File: src/rtl/ula_seq_param.sv
// ula_seq_param -- parametrised sequential ALU with step-driven entry FSM.
//
// Operands and opcode are entered one per step pulse (LOAD_A, LOAD_B,
// LOAD_OP), the operation runs in EXEC and the result is committed on the
// EXEC->DONE edge. ADD/SUB/OR/AND/XOR/NOT take one EXEC cycle; MUL
// (shift-add) and DIV with a nonzero divisor (restoring) take WIDTH
// iterations plus one commit cycle. Committed results are pushed into a
// DEPTH-entry history ring.
//
// Ports:
//   CLOCK_50         system clock
//   reset_debounced  asynchronous active-low reset
//   step             one-cycle advance pulse
//   sw_data          operand A/B value
//   sw_op            opcode (ADD,SUB,OR,AND,XOR,MUL,DIV,NOT)
//   chain_en         use previous result as operand 1 (sampled on LOAD_A step)
//   hist_idx         history read index, 0 = most recent
//   state            FSM state encoding for LEDs
//   busy             high while in EXEC
//   result           last committed result (quotient for DIV)
//   remainder        DIV remainder, 0 after any other op
//   op_reg           latched opcode
//   flag_ovf/zero/neg/err  committed flags (ovf is sticky)
//   hist_data        history entry at hist_idx, 0 if not yet written
module ula_seq_param #(
  parameter int WIDTH = 8,
  parameter int DEPTH = 4
) (
  input  logic                     CLOCK_50,
  input  logic                     reset_debounced,
  input  logic                     step,
  input  logic [WIDTH-1:0]         sw_data,
  input  logic [2:0]               sw_op,
  input  logic                     chain_en,
  input  logic [$clog2(DEPTH)-1:0] hist_idx,
  output logic [2:0]               state,
  output logic                     busy,
  output logic [WIDTH-1:0]         result,
  output logic [WIDTH-1:0]         remainder,
  output logic [2:0]               op_reg,
  output logic                     flag_ovf,
  output logic                     flag_zero,
  output logic                     flag_neg,
  output logic                     flag_err,
  output logic [WIDTH-1:0]         hist_data
);

  localparam int IDX_W  = $clog2(DEPTH);
  localparam int CNT_W  = $clog2(WIDTH + 1);
  localparam int HCNT_W = $clog2(DEPTH + 1);

  localparam logic [2:0] OP_ADD = 3'b000;
  localparam logic [2:0] OP_SUB = 3'b001;
  localparam logic [2:0] OP_OR  = 3'b010;
  localparam logic [2:0] OP_AND = 3'b011;
  localparam logic [2:0] OP_XOR = 3'b100;
  localparam logic [2:0] OP_MUL = 3'b101;
  localparam logic [2:0] OP_DIV = 3'b110;
  localparam logic [2:0] OP_NOT = 3'b111;

  typedef enum logic [2:0] {
    S_LOAD_A  = 3'b000,
    S_LOAD_B  = 3'b001,
    S_LOAD_OP = 3'b010,
    S_EXEC    = 3'b011,
    S_DONE    = 3'b100
  } state_t;

  state_t               state_q;
  logic [WIDTH-1:0]     op1_q;
  logic [WIDTH-1:0]     b_q;
  logic [2:0]           op_q;
  logic [2*WIDTH-1:0]   work_q;      // {hi, lo}: MUL {partial, multiplier}, DIV {rem, quotient}
  logic [CNT_W-1:0]     cnt_q;
  logic                 busy_q;
  logic [WIDTH-1:0]     result_q;
  logic [WIDTH-1:0]     rem_q;
  logic                 ovf_q;
  logic                 zero_q;
  logic                 neg_q;
  logic                 err_q;
  logic                 have_prev_q;
  logic                 ready_q;     // low for the first edge after reset release
  logic [WIDTH-1:0]     hist_q [DEPTH];
  logic [IDX_W-1:0]     wr_ptr_q;
  logic [HCNT_W-1:0]    hcnt_q;

  logic                 step_s;
  logic [WIDTH:0]       sum_s;
  logic [WIDTH:0]       diff_s;
  logic [WIDTH:0]       mul_sum_s;
  logic [WIDTH:0]       div_try_s;
  logic                 div_ge_s;
  logic [WIDTH-1:0]     div_sub_s;
  logic                 multi_s;
  logic                 commit_s;
  logic [2*WIDTH-1:0]   work_d;
  logic [WIDTH-1:0]     res_d;
  logic [WIDTH-1:0]     rem_d;
  logic                 ovf_d;
  logic                 neg_d;
  logic                 err_d;
  logic [IDX_W-1:0]     rd_ptr_s;

  // Datapath: single-cycle results, one MUL/DIV iteration step and commit values.
  always_comb begin
    step_s    = step & ready_q;
    sum_s     = {1'b0, op1_q} + {1'b0, b_q};
    diff_s    = {1'b0, op1_q} - {1'b0, b_q};
    mul_sum_s = {1'b0, work_q[2*WIDTH-1:WIDTH]} + (work_q[0] ? {1'b0, op1_q} : {(WIDTH+1){1'b0}});
    div_try_s = {work_q[2*WIDTH-1:WIDTH], work_q[WIDTH-1]};
    div_ge_s  = (div_try_s >= {1'b0, b_q});
    // Partial remainder is below 2*B, so the difference always fits WIDTH bits.
    div_sub_s = div_try_s[WIDTH-1:0] - b_q;
    work_d    = (op_q == OP_MUL) ? {mul_sum_s, work_q[WIDTH-1:1]}
                                 : {(div_ge_s ? div_sub_s : div_try_s[WIDTH-1:0]),
                                    work_q[WIDTH-2:0], div_ge_s};
    multi_s   = (op_q == OP_MUL) || ((op_q == OP_DIV) && (b_q != {WIDTH{1'b0}}));
    commit_s  = !multi_s || (cnt_q == CNT_W'(WIDTH));
    res_d     = {WIDTH{1'b0}};
    rem_d     = {WIDTH{1'b0}};
    ovf_d     = 1'b0;
    neg_d     = 1'b0;
    err_d     = 1'b0;
    case (op_q)
      OP_ADD: begin
        res_d = sum_s[WIDTH-1:0];
        ovf_d = sum_s[WIDTH];
      end
      OP_SUB: begin
        res_d = diff_s[WIDTH-1:0];
        neg_d = diff_s[WIDTH];
      end
      OP_OR:  res_d = op1_q | b_q;
      OP_AND: res_d = op1_q & b_q;
      OP_XOR: res_d = op1_q ^ b_q;
      OP_MUL: begin
        res_d = work_q[WIDTH-1:0];
        ovf_d = |work_q[2*WIDTH-1:WIDTH];
      end
      OP_DIV: begin
        res_d = multi_s ? work_q[WIDTH-1:0] : {WIDTH{1'b1}};
        rem_d = multi_s ? work_q[2*WIDTH-1:WIDTH] : op1_q;
        err_d = !multi_s;
      end
      OP_NOT: res_d = ~op1_q;
      default: res_d = {WIDTH{1'b0}};
    endcase
  end

  // Entry FSM, iteration engine, commit registers and history ring.
  always_ff @(posedge CLOCK_50 or negedge reset_debounced) begin
    if (!reset_debounced) begin
      state_q     <= S_LOAD_A;
      op1_q       <= {WIDTH{1'b0}};
      b_q         <= {WIDTH{1'b0}};
      op_q        <= 3'b000;
      work_q      <= {(2*WIDTH){1'b0}};
      cnt_q       <= {CNT_W{1'b0}};
      busy_q      <= 1'b0;
      result_q    <= {WIDTH{1'b0}};
      rem_q       <= {WIDTH{1'b0}};
      ovf_q       <= 1'b0;
      zero_q      <= 1'b0;
      neg_q       <= 1'b0;
      err_q       <= 1'b0;
      have_prev_q <= 1'b0;
      ready_q     <= 1'b0;
      wr_ptr_q    <= {IDX_W{1'b0}};
      hcnt_q      <= {HCNT_W{1'b0}};
      for (int i = 0; i < DEPTH; i++) begin
        hist_q[i] <= {WIDTH{1'b0}};
      end
    end else begin
      ready_q <= 1'b1;
      case (state_q)
        S_LOAD_A: if (step_s) begin
          op1_q   <= (chain_en && have_prev_q) ? result_q : sw_data;
          state_q <= S_LOAD_B;
        end
        S_LOAD_B: if (step_s) begin
          b_q     <= sw_data;
          state_q <= S_LOAD_OP;
        end
        S_LOAD_OP: if (step_s) begin
          op_q    <= sw_op;
          cnt_q   <= {CNT_W{1'b0}};
          work_q  <= (sw_op == OP_MUL) ? {{WIDTH{1'b0}}, b_q} : {{WIDTH{1'b0}}, op1_q};
          busy_q  <= 1'b1;
          state_q <= S_EXEC;
        end
        S_EXEC: if (commit_s) begin
          result_q         <= res_d;
          rem_q            <= rem_d;
          ovf_q            <= ovf_q | ovf_d;
          zero_q           <= (res_d == {WIDTH{1'b0}});
          neg_q            <= neg_d;
          err_q            <= err_d;
          have_prev_q      <= 1'b1;
          hist_q[wr_ptr_q] <= res_d;
          wr_ptr_q         <= wr_ptr_q + IDX_W'(1);
          if (hcnt_q != HCNT_W'(DEPTH)) begin
            hcnt_q <= hcnt_q + HCNT_W'(1);
          end
          busy_q           <= 1'b0;
          state_q          <= S_DONE;
        end else begin
          work_q <= work_d;
          cnt_q  <= cnt_q + CNT_W'(1);
        end
        S_DONE: if (step_s) begin
          state_q <= S_LOAD_A;
        end
        default: state_q <= S_LOAD_A;
      endcase
    end
  end

  // History read: most recent entry sits just below the write pointer.
  always_comb begin
    rd_ptr_s  = wr_ptr_q - IDX_W'(1) - hist_idx;
    hist_data = (HCNT_W'(hist_idx) < hcnt_q) ? hist_q[rd_ptr_s] : {WIDTH{1'b0}};
  end

  assign state     = state_q;
  assign busy      = busy_q;
  assign result    = result_q;
  assign remainder = rem_q;
  assign op_reg    = op_q;
  assign flag_ovf  = ovf_q;
  assign flag_zero = zero_q;
  assign flag_neg  = neg_q;
  assign flag_err  = err_q;

endmodule

File: config.mk
export PLATFORM = sky130hd
export DESIGN_NAME = ula_seq_param
export DESIGN_NICKNAME = d
export VERILOG_FILES = /design/src/rtl/ula_seq_param.sv
export SDC_FILE = /design/constraint.sdc
export NUM_CORES = 1
export LEC_CHECK = 0
export BUFFER_PORTS_ARGS = -buffer_cell sky130_fd_sc_hd__buf_2
export CORE_UTILIZATION = 50
export CTS_CLUSTER_SIZE = 30
export DETAILED_ROUTE_END_ITERATION = 10
export PLACE_DENSITY = 0.68
export RECOVER_POWER = 50
export REMOVE_ABC_BUFFERS = 1
export SETUP_SLACK_MARGIN = 0.4
export SKIP_CTS_REPAIR_TIMING = 1
export SKIP_LAST_GASP = 1
export SLEW_MARGIN = 20
export SYNTH_ARGS = -nofsm -noshare
export SYNTH_HDL_FRONTEND = slang
export SYNTH_SLANG_ARGS = --single-unit
File: constraint.sdc
create_clock -name CLOCK_50 -period 5.89 [get_ports CLOCK_50]
set_input_delay 0.589 -clock CLOCK_50 [delete_from_list [all_inputs] [get_ports CLOCK_50]]
set_output_delay 0.589 -clock CLOCK_50 [all_outputs]
set_load 0.05 [all_outputs]
# Yosys cells after proc, flatten, opt, wreduce, memory -nomap -nowiden
# Index checks and enable logic that the tools add are counted.
# totals
ramBits	0
romBits	0
input_bits	17
output_inout_bits	35
memories	0
register_bits	102
word_cells	117
latch_bits	0
# classes
n_eq_ne	20
n_lt_le_gt_ge	5
add_sub_neg	9
n_shift	0
mux	34
mul	0
div	0
n_bitwise	8
reduce_logical	20
# ops
op	count
8-bit 2-to-1 mux	11
8-bit one-hot mux with 8 select lines	1
16-bit 2-to-1 mux	3
32-bit bitwise mux	1
16-bit one-hot mux with 2 select lines	1
8-bit by 8-bit adder with 9-bit output	2
3-bit == test, second input constant	6
8-bit binary-select mux with 2-bit select	1
8-bit demux with 2-bit select	1
3-bit 2-to-1 mux	5
3-bit one-hot mux with 5 select lines	1
3-bit by 2-bit == test with 1-bit output, second input constant	4
2-bit != test, second input constant	6
9-bit by 8-bit >= comparator with 1-bit output	1
3-bit AND reduction	3
8-bit by 8-bit subtractor with 9-bit output	1
8-bit bitwise AND	1
8-bit logical NOT	1
4-bit 2-to-1 mux	2
8-bit NOT	1
8-bit OR	1
4-bit one-hot mux with 2 select lines	1
2-bit AND reduction	4
8-bit nonzero test	1
25 further kinds	36

# Logic depth before layout (Yosys ltp)
# Gate-level depths: netlist of run 1.
# logic_depth
depth_word	7
ltp_mapped	12
depth_no_buf	11

# Least setup slack after synthesis of run 1
# OpenSTA, ideal clock, no wires.
# synth_path
path_type	input -> output
startpoint	input port hist_idx[0]
endpoint	output port hist_data[0]
path_buffers	0
cell_stages	6
required_time_ns	5.301
path_slack_ns	2.868
arrival_time_ns	2.433
cell_sequence	inv_1 -> ha_1 -> xnor2_1 -> xnor2_1 -> mux4_2 -> nor2b_1
# synth_between
elab_chain_cells	6
elab_cells_between_ends	7
classes_between	add/sub (1); order compare (1); mux (4); bitwise (1)
# synth_lines
item	line_no	source
from (decl)	35	input logic [$clog2(DEPTH)-1:0] hist_idx,
2-bit subtractor	221	rd_ptr_s = wr_ptr_q - IDX_W'(1) - hist_idx;
2-bit NOT with 3-bit output (not written as such)	222	hist_data = (HCNT_W'(hist_idx) < hcnt_q) ? hist_q[rd_ptr_s] : {WIDTH{1'b0}};
8-bit binary-select mux with 2-bit select	222	
8-bit 2-to-1 mux (not written as such) (2 in series)	222	
8-bit 2-to-1 mux *	222	
to (decl)	45	output logic [WIDTH-1:0] hist_data
# Mark *: on every way between the ends. The rest lies on a longest branch, timed or not. The select of a mux whose other input is x is not followed.

# Final worst setup path of run 1
# layout_path
startpoint	register op_q[1] (netlist: op_reg[1])
endpoint	register zero_q (netlist: flag_zero)
# layout_between
elab_chain_cells	6
elab_cells_between_ends	16
classes_between	eq/ne (7); mux (2); reduce/logical (7)
# layout_lines
item	line_no	source
from (decl)	72	logic [2:0] op_q;
from (signal assigned)	186	op_q <= sw_op;
3-bit == test	118, 125	
1-bit logical AND	118	multi_s = (op_q == OP_MUL) || ((op_q == OP_DIV) && (b_q != {WIDTH{1'b0}}));
1-bit logical OR	118	
8-bit 2-to-1 mux or 1-bit logical NOT (tied branches)	142, 119	
8-bit one-hot mux with 8 select lines or 1-bit logical OR (tied branches)	125, 119	
8-bit logical NOT or 2-bit AND reduction (tied branches)	--	
to (signal assigned)	196	zero_q <= (res_d == {WIDTH{1'b0}});
to (decl)	79	logic zero_q;
# Several ways; a longest one is shown, not always the timed one.
# A chain may end at the register's enable or synchronous reset.

==> results of run 1 <==
## per-layer routing
metal	global-route usage [%]	vias to the layer above	part of all wire, %
met4	12.2	0	3.7
met3	4.80	54	5.5
met2	46.2	205	50
met5	0	-	0
li1	-	2739	-
met1	34.4	2807	41
## cells by family (layout without fill, tap and decap cells)
kind of cell	count (synthesis)	count (layout)	synth area share, %
mux	67	67	11.8
flops	102	102	36.9
buf+inv	81	119	4.71
other cells	1	1	0.0543
simple gates	242	242	16.3
fa+ha+maj	54	54	10.2
compound gates	188	188	17.2
xor+xnor	21	21	2.66
## synth_stat cells (all sizes together) (9+ instances only)
cell type / number
nand2: 113
dfrtp: 102
o21ai: 57
a21oi: 51
ha: 50
nor2: 47
inv: 45
mux2: 38
clkbuf: 25
mux2i: 21
xnor2: 15
nor2b: 13
o31ai: 13
buf: 11
nand3: 10
nor3: 9
## power groups by stage
stage / Combinational [mW] / Clock [mW] / Sequential (mW)
2_1_floorplan: 1.91 / 0 / 1.45
3_5_place_dp: 2.86 / 0 / 1.31
4_1_cts: 2.88 / 0.759 / 1.30
6_report: 2.89 / 0.748 / 1.30
5_1_grt: 3.15 / 0.781 / 1.35
3_3_place_gp: 2.78 / 0 / 1.29
## path summary, 6_finish.rpt
| kind | endpoint | startpoint | slack, ns | cells after the start |
|---|---|---|---|---|
| worst max-delay path | flag_zero | op_reg[1] | 2.09 | 7 |
| worst min-delay path | op_reg[2] | sw_op[2] | 0.45 | 3 |
| worst max register to register | flag_zero | op_reg[1] | 2.09 | 7 |
| worst min register to register | have_prev_q | have_prev_q | 0.47 | 1 |
| max in group asynchronous | op1_q[4] | reset_debounced | 2.47 | 2 |
| min in group asynchronous | remainder[7] | reset_debounced | 0.91 | 1 |
## critical path: stages (launching register included)
cell and delay [ns]:
dfrtp_1 0.91, nand3b_1 0.66, nor3_1 0.92, or3_1 0.21, a31oi_1 0.10, o221ai_1 0.60
or4_1 0.22, o31ai_2 0.05
## area by class of cell
type	instances	area share [%]
Multi-Input combinational cell	573	52.9
Timing Repair Buffer	58	3.67
Inverter	45	2.21
Tap cell	176	2.89
Clock inverter	5	1.69
Clock buffer	11	3.18
Sequential cell	102	33.5
==> metrics, run 1 <==
Synth area leaders=dfrtp_1, ha_1, mux2_2; top flop regs=hist_q (32), work_q (16); Post-Synthesis Cells=756; violated checks=capacitance limit, slew limit; total grt overflow=0; min cycle time layout=3.80 ns; maximum vdd drop=313 uV; TritonCTS Buffers=9; HPWL after DPL=13800 um; Fin Hold WS=0.450 ns; dpl cell area=0.00729 mm^2; Critical Path AT=4.04 ns; ANT cells=0; syn avg cell area=9.14 um^2; WL/cell=19.2 um; Fmax achieved=263 MHz; Netlist Area Pre-Place=0.00691 mm^2; Max-slew headroom=-52.0%; Via density=5.98; # fillers=1235; final wirelength=18700 um; Synth Flop Type=dfrtp_1; Detailed Routing Iterations Pass 1=5; Largest Register=hist_q; Syn. warnings=0; Post-synth EDFFs=0; Final ANT Viol Nets=0; PD cells=648 mW/mm^2; Chip Width=120 um; CTS tree=done; 1st-iter DRT viols=435; first-pass GRT wire length=30100 um; Flop pwr share=26.3%; Max Fanout on Critical Path=29; detailed-route DRC error count=0; final worst slack=2.09 ns; Nets=860; Hold Path Class=input port to flop; row cnt=42; top-area cell type share of the netlist area=36.9%; Starting Density=51.8%; Psw=2.42 mW; Tightest Pin Transition=2.28 ns; Die Height=120 um; Ports=52; ys async rst share=100%; Cell variety after synth=64; H-tree levels=3; Placer Congestion=0.927; Die ar.=0.0143 mm^2; initial antenna violation count=0; most frequent cells in the layout=nand2_1, dfrtp_1, o21ai_0, a21oi_1, ha_1; final hold vios=0; GRT Total Usage=27.4%; clock latency on the worst-skew pair=0.36 ns; Multi-input gate area=0.00404 mm^2; largest net degree at the start of global routing=65; Clock Path Buffers=2; final clock skew=0.0116 ns; core area=0.0133 mm^2; Setup crit start kind=flop; Placed Instances=954; share of layout cells above drive strength 1=13.6%; # port buffers=51; max reg flops=32; Comb power frac=58.5%; Clock transition at path regs=0.08 ns; Setup violations, final=0; Critical Path RT=6.13 ns; Clock Sinks=102; most common library cell in the layout ignoring fill and taps=nand2_1; final instance area=0.00763 mm^2; Setup TNS=0 ns; clk root buf=clkbuf_16; max_cap viols=2; sequential-to-total area share from yosys stat=36.9%; total power=4.94 mW; worst slack, placed=2.21 ns; crit path kind=flop to flop; Cell Int Power=2.53 mW; unrepaired setup endpoints after global routing=no; Crit. End Element=flop; Leak=3.55 nW; vias post-DR=5805; Final Max Slew Viols=105; Finished Layout Cells=970; vias in the first global route=5831; sw frac=48.9%; fin util=57.2%; outcome=finished with violations; period utilization=64.5%; part of the power in the clock network=15.1%; synthesis-stage register bit count=102; leading area contributor after synthesis=dfrtp_1; area grow syn2layout=10.4%; Reg area=0.00255 mm^2
(Power assumes the default switching activity.)
==> inputs of run 2 (changes only) <==
==> constraint.sdc (replaced) <==
create_clock -name CLOCK_50 -period 3.89 [get_ports CLOCK_50]
set_input_delay 0.389 -clock CLOCK_50 [delete_from_list [all_inputs] [get_ports CLOCK_50]]
set_output_delay 0.389 -clock CLOCK_50 [all_outputs]
set_load 0.05 [all_outputs]
==> metrics, run 2 (synthesis gave the netlist of run 1 again) <==
outcome=finished with violations; violated checks=capacitance limit, slew limit; 1st-iter DRT viols=412; WL/cell=18.8 um; clk root buf=clkbuf_16; Placer Congestion=0.894; most frequent cells in the layout=nand2_1, dfrtp_1, o21ai_0, a21oi_1, ha_1; GR Layer Usage met1=35.4%; period utilization=82.6%; # port buffers=51; most common library cell in the layout ignoring fill and taps=nand2_1; Final Max Slew Viols=56; Via density=5.93; ANT cells=0; first-pass GRT wire length=30400 um; Clock transition at path regs=0.08 ns; Clock Sinks=102; Leak=3.58 nW; Setup violations, final=0; Fmax achieved=311 MHz; total grt overflow=0; GRT Total Usage=27.6%; Critical Path AT=3.48 ns; core area=0.0133 mm^2; Critical Path RT=4.16 ns; Crit. End Element=flop; met3 Use GR=4.23%; Final ANT Viol Nets=0; Chip Width=120 um; Hold Path Class=input port to flop; vias post-DR=5812; PD cells=956 mW/mm^2; Starting Density=51.8%; Setup TNS=0 ns; maximum vdd drop=544 uV; initial antenna violation count=0; crit path kind=flop to flop; final wirelength=18500 um; unrepaired setup endpoints after global routing=no; max reg flops=32; Tightest Pin Transition=2.83 ns; Max Fanout on Critical Path=7; max_cap viols=1; vias in the first global route=5836; Detailed Routing Iterations Pass 1=5; Largest Register=hist_q; detailed-route DRC error count=0; Die ar.=0.0143 mm^2; Setup crit start kind=flop; # fillers=1226; GR peak layer=met2; Max-slew headroom=-88.4%; HPWL after DPL=13900 um; top flop regs=hist_q (32), work_q (16); met2 Use GR=46.4%; CTS tree=done; H-tree levels=3; Ports=52; clock latency on the worst-skew pair=0.36 ns; area grow syn2layout=10.9%; Clock Path Buffers=2; Nets=870; Die Height=120 um; row cnt=42; share of layout cells above drive strength 1=15.0%; largest net degree at the start of global routing=56; min cycle time layout=3.21 ns; final clock skew=0.00869 ns; final hold vios=0; TritonCTS Buffers=9; total power=7.33 mW
-- run 2: cell count changes in the layout (fill, tap and decap cells not counted), sizes merged --
cell    before  now
inv         46   47
bufinv       4    1
clkinv       0    4
buf         37   48
clkbuf      32   29
-- run 2: cell type report --
cell class / count / area [um^2] / share of cell area [%]
clock buffer: 9 / 225 / 2.94
multi-input combinational: 573 / 4040 / 52.7
inverter: 45 / 169 / 2.21
tap: 176 / 220 / 2.87
clock inverter: 7 / 103 / 1.34
timing repair buffer: 68 / 355 / 4.64
sequential: 102 / 2550 / 33.3
-- run 2: routing by layer --
layer,vias up,wire length (um)
met5,-,0
met3,42,656
li1,2757,-
met2,158,9010
met1,2855,8230
met4,0,579
-- run 2: critical path: stages (launching register included) --
cell,delay (ns)
dfrtp_1,0.50
inv_1,0.11
ha_1,0.42
inv_1,0.11
o41ai_1,0.36
nor4_1,0.11
a211o_1,0.36
or4_1,0.54
or4_1,0.43
o31ai_2,0.19
-- run 2: metrics by stage --
step	cells	setup WS, ns	hold WS [ns]	util (%)	area (um^2)
final	980	0.677	0.240	57.4	7660
after global routing	980	0.385	0.249	57.4	7660
after CTS	980	0.667	0.0764	57.6	7690
after detailed placement	964	0.691	0.440	55.2	7360
after global placement	964	0.738	0.436	55.2	7360
after floorplan	720	0.0535	0.0934	-	6750
-- run 2: report_power, final --
part           switching, mW  internal, mW  total [mW]
Combinational           2.70          1.70        4.40
Sequential             0.477          1.46        1.94
Clock                  0.470         0.522       0.992
-- run 2: worst paths after layout --
| path | from | to | slack (ns) | depth (start not counted) |
|---|---|---|---|---|
| worst max-delay path | op1_q[2] | flag_zero | 0.68 | 9 |
| worst min-delay path | sw_op[2] | op_reg[2] | 0.24 | 3 |
| worst max register to register | op1_q[2] | flag_zero | 0.68 | 9 |
| worst min register to register | flag_ovf | flag_ovf | 0.46 | 1 |
| max in group asynchronous | reset_debounced | op1_q[5] | 1.03 | 2 |
| min in group asynchronous | reset_debounced | remainder[5] | 0.93 | 1 |
==> inputs of run 3 (changes only) <==
==> constraint.sdc (replaced) <==
create_clock -name CLOCK_50 -period 3.3 [get_ports CLOCK_50]
set_input_delay 0.33 -clock CLOCK_50 [delete_from_list [all_inputs] [get_ports CLOCK_50]]
set_output_delay 0.33 -clock CLOCK_50 [all_outputs]
set_load 0.05 [all_outputs]
==> metrics, run 3 (synthesis gave the netlist of run 1 again) <==
# port buffers=51; Setup crit start kind=flop; Die Height=120 um; area grow syn2layout=13.9%; detailed-route DRC error count=0; Chip Width=120 um; share of layout cells above drive strength 1=19.5%; Final ANT Viol Nets=0; Critical Path AT=3.22 ns; total grt overflow=0; HPWL after DPL=14100 um; maximum vdd drop=510 uV; final hold vios=0; Top cell by count, worst path=or4_4; dpl cell area=0.00744 mm^2; Slowest-stage cell, CP=or4_4; row cnt=42; Placer Congestion=0.955; final clock skew=0.00810 ns; Max Fanout on Critical Path=3; first-pass GRT wire length=30900 um; WP buf/inv=1; Fin Hold WS=0.201 ns; # fillers=1197; vias in the first global route=5973; Ports=52; period utilization=89.4%; Fmax achieved=339 MHz; max reg flops=32; Crit. End Element=flop; largest net degree at the start of global routing=57; crit path kind=flop to flop; H-tree levels=3; initial antenna violation count=0; vias post-DR=5927; 1st-iter DRT viols=539; top flop regs=hist_q (32), work_q (16); Clock transition at path regs=0.07 ns; min cycle time layout=2.95 ns; final wirelength=19000 um; outcome=finished, final reports clean; Detailed Routing Iterations Pass 1=7; TritonCTS Buffers=9; PD cells=1140 mW/mm^2; Critical Path RT=3.57 ns; unrepaired setup endpoints after global routing=yes; cells along the critical path=buf_6 > ha_4 > fa_2 > xor2_2 > nor2_4 > nor3_2 > a211o_1 > or4_4 > or4_4 > o31ai_4; Die ar.=0.0143 mm^2; Final Max Slew Viols=0; WL/cell=19.0 um; Top Family by Delay on Critical Path=simple AND/OR/NAND/NOR gates; fin util=59.0%; max_cap viols=0; Clock Sinks=102; clk root buf=clkbuf_16; most frequent cells in the layout=nand2_1, dfrtp_1, o21ai_0, a21oi_1, ha_1; Leak=3.66 nW; Via density=5.93; Setup violations, final=0; Largest Register=hist_q; Starting Density=51.8%; core area=0.0133 mm^2; ANT cells=0; most common library cell in the layout ignoring fill and taps=nand2_1; Hold Path Class=input port to flop; CTS tree=done; Nets=890; clock latency on the worst-skew pair=0.35 ns; Setup TNS=0 ns; Max-slew headroom=5.71%; Worst path max stage delay=0.52 ns; GRT Total Usage=27.9%; final instance area=0.00787 mm^2; Tightest Pin Transition=1.41 ns; Clock Path Buffers=2
==> run 3: changes by cell type in the layout (fill, tap and decap cells not counted), sizes merged <==
cell      before  now
buf           48   68
clkinvlp       0    1
clkinv         4    2
clkbuf        29   31
bufinv         1    0
==> run 3: metal layers <==
layer / wire (um) / part of all wire [%] / vias to the layer above / global-route usage (%)
li1: - / - / 2790 / -
met1: 8050 / 42 / 2909 / 35.3
met2: 9440 / 50 / 182 / 47.3
met3: 873 / 4.6 / 46 / 4.47
met4: 656 / 3.4 / 0 / 12.0
met5: 0 / 0 / - / 0
==> run 3: metrics by stage <==
stage | total power [mW] | instances | setup WS, ns
floorplan | 5.99 | 720 | -0.537
CTS | 8.67 | 991 | 0.264
finish | 9.00 | 1000 | 0.349
global route | 9.67 | 1000 | 0.257
global placement | 7.41 | 975 | 0.385
detailed placement | 7.61 | 975 | 0.294
==> run 3: area by class of cell <==
class | instances | area, um^2 | share of cell area (%)
Inverter | 45 | 169 | 2.15
Clock inverter | 5 | 41.3 | 0.525
Multi-Input combinational cell | 573 | 4150 | 52.7
Clock buffer | 11 | 233 | 2.96
Tap cell | 176 | 220 | 2.80
Timing Repair Buffer | 88 | 508 | 6.45
Sequential cell | 102 | 2550 | 32.5
==> run 3: final timing paths <==
check                                     start   endpoint  slack [ns]  cells past startpoint
worst min-delay path                   sw_op[1]  op_reg[1]        0.20                      3
min in group asynchronous       reset_debounced   cnt_q[0]        0.29                      1
worst min register to register         flag_ovf   flag_ovf        0.46                      1
worst max register to register         op1_q[0]  flag_zero        0.35                     10
worst max-delay path                   op1_q[0]  flag_zero        0.35                     10
max in group asynchronous       reset_debounced  work_q[7]        1.08                      2
==> run 3: worst register-to-register path, cell delays in order, from the launching register on <==
cell and delay [ns]:
dfrtp_1 0.41, buf_6 0.13, ha_4 0.16, fa_2 0.38
xor2_2 0.17, nor2_4 0.10, nor3_2 0.07, a211o_1 0.32
or4_4 0.52, or4_4 0.44, o31ai_4 0.17
==> run 3: power by group <==
part,switching (mW),internal [mW],total [mW]
registers,0.500,1.72,2.22
clock network,0.504,0.521,1.03
logic,3.47,2.28,5.75
total,4.47,4.52,9.00
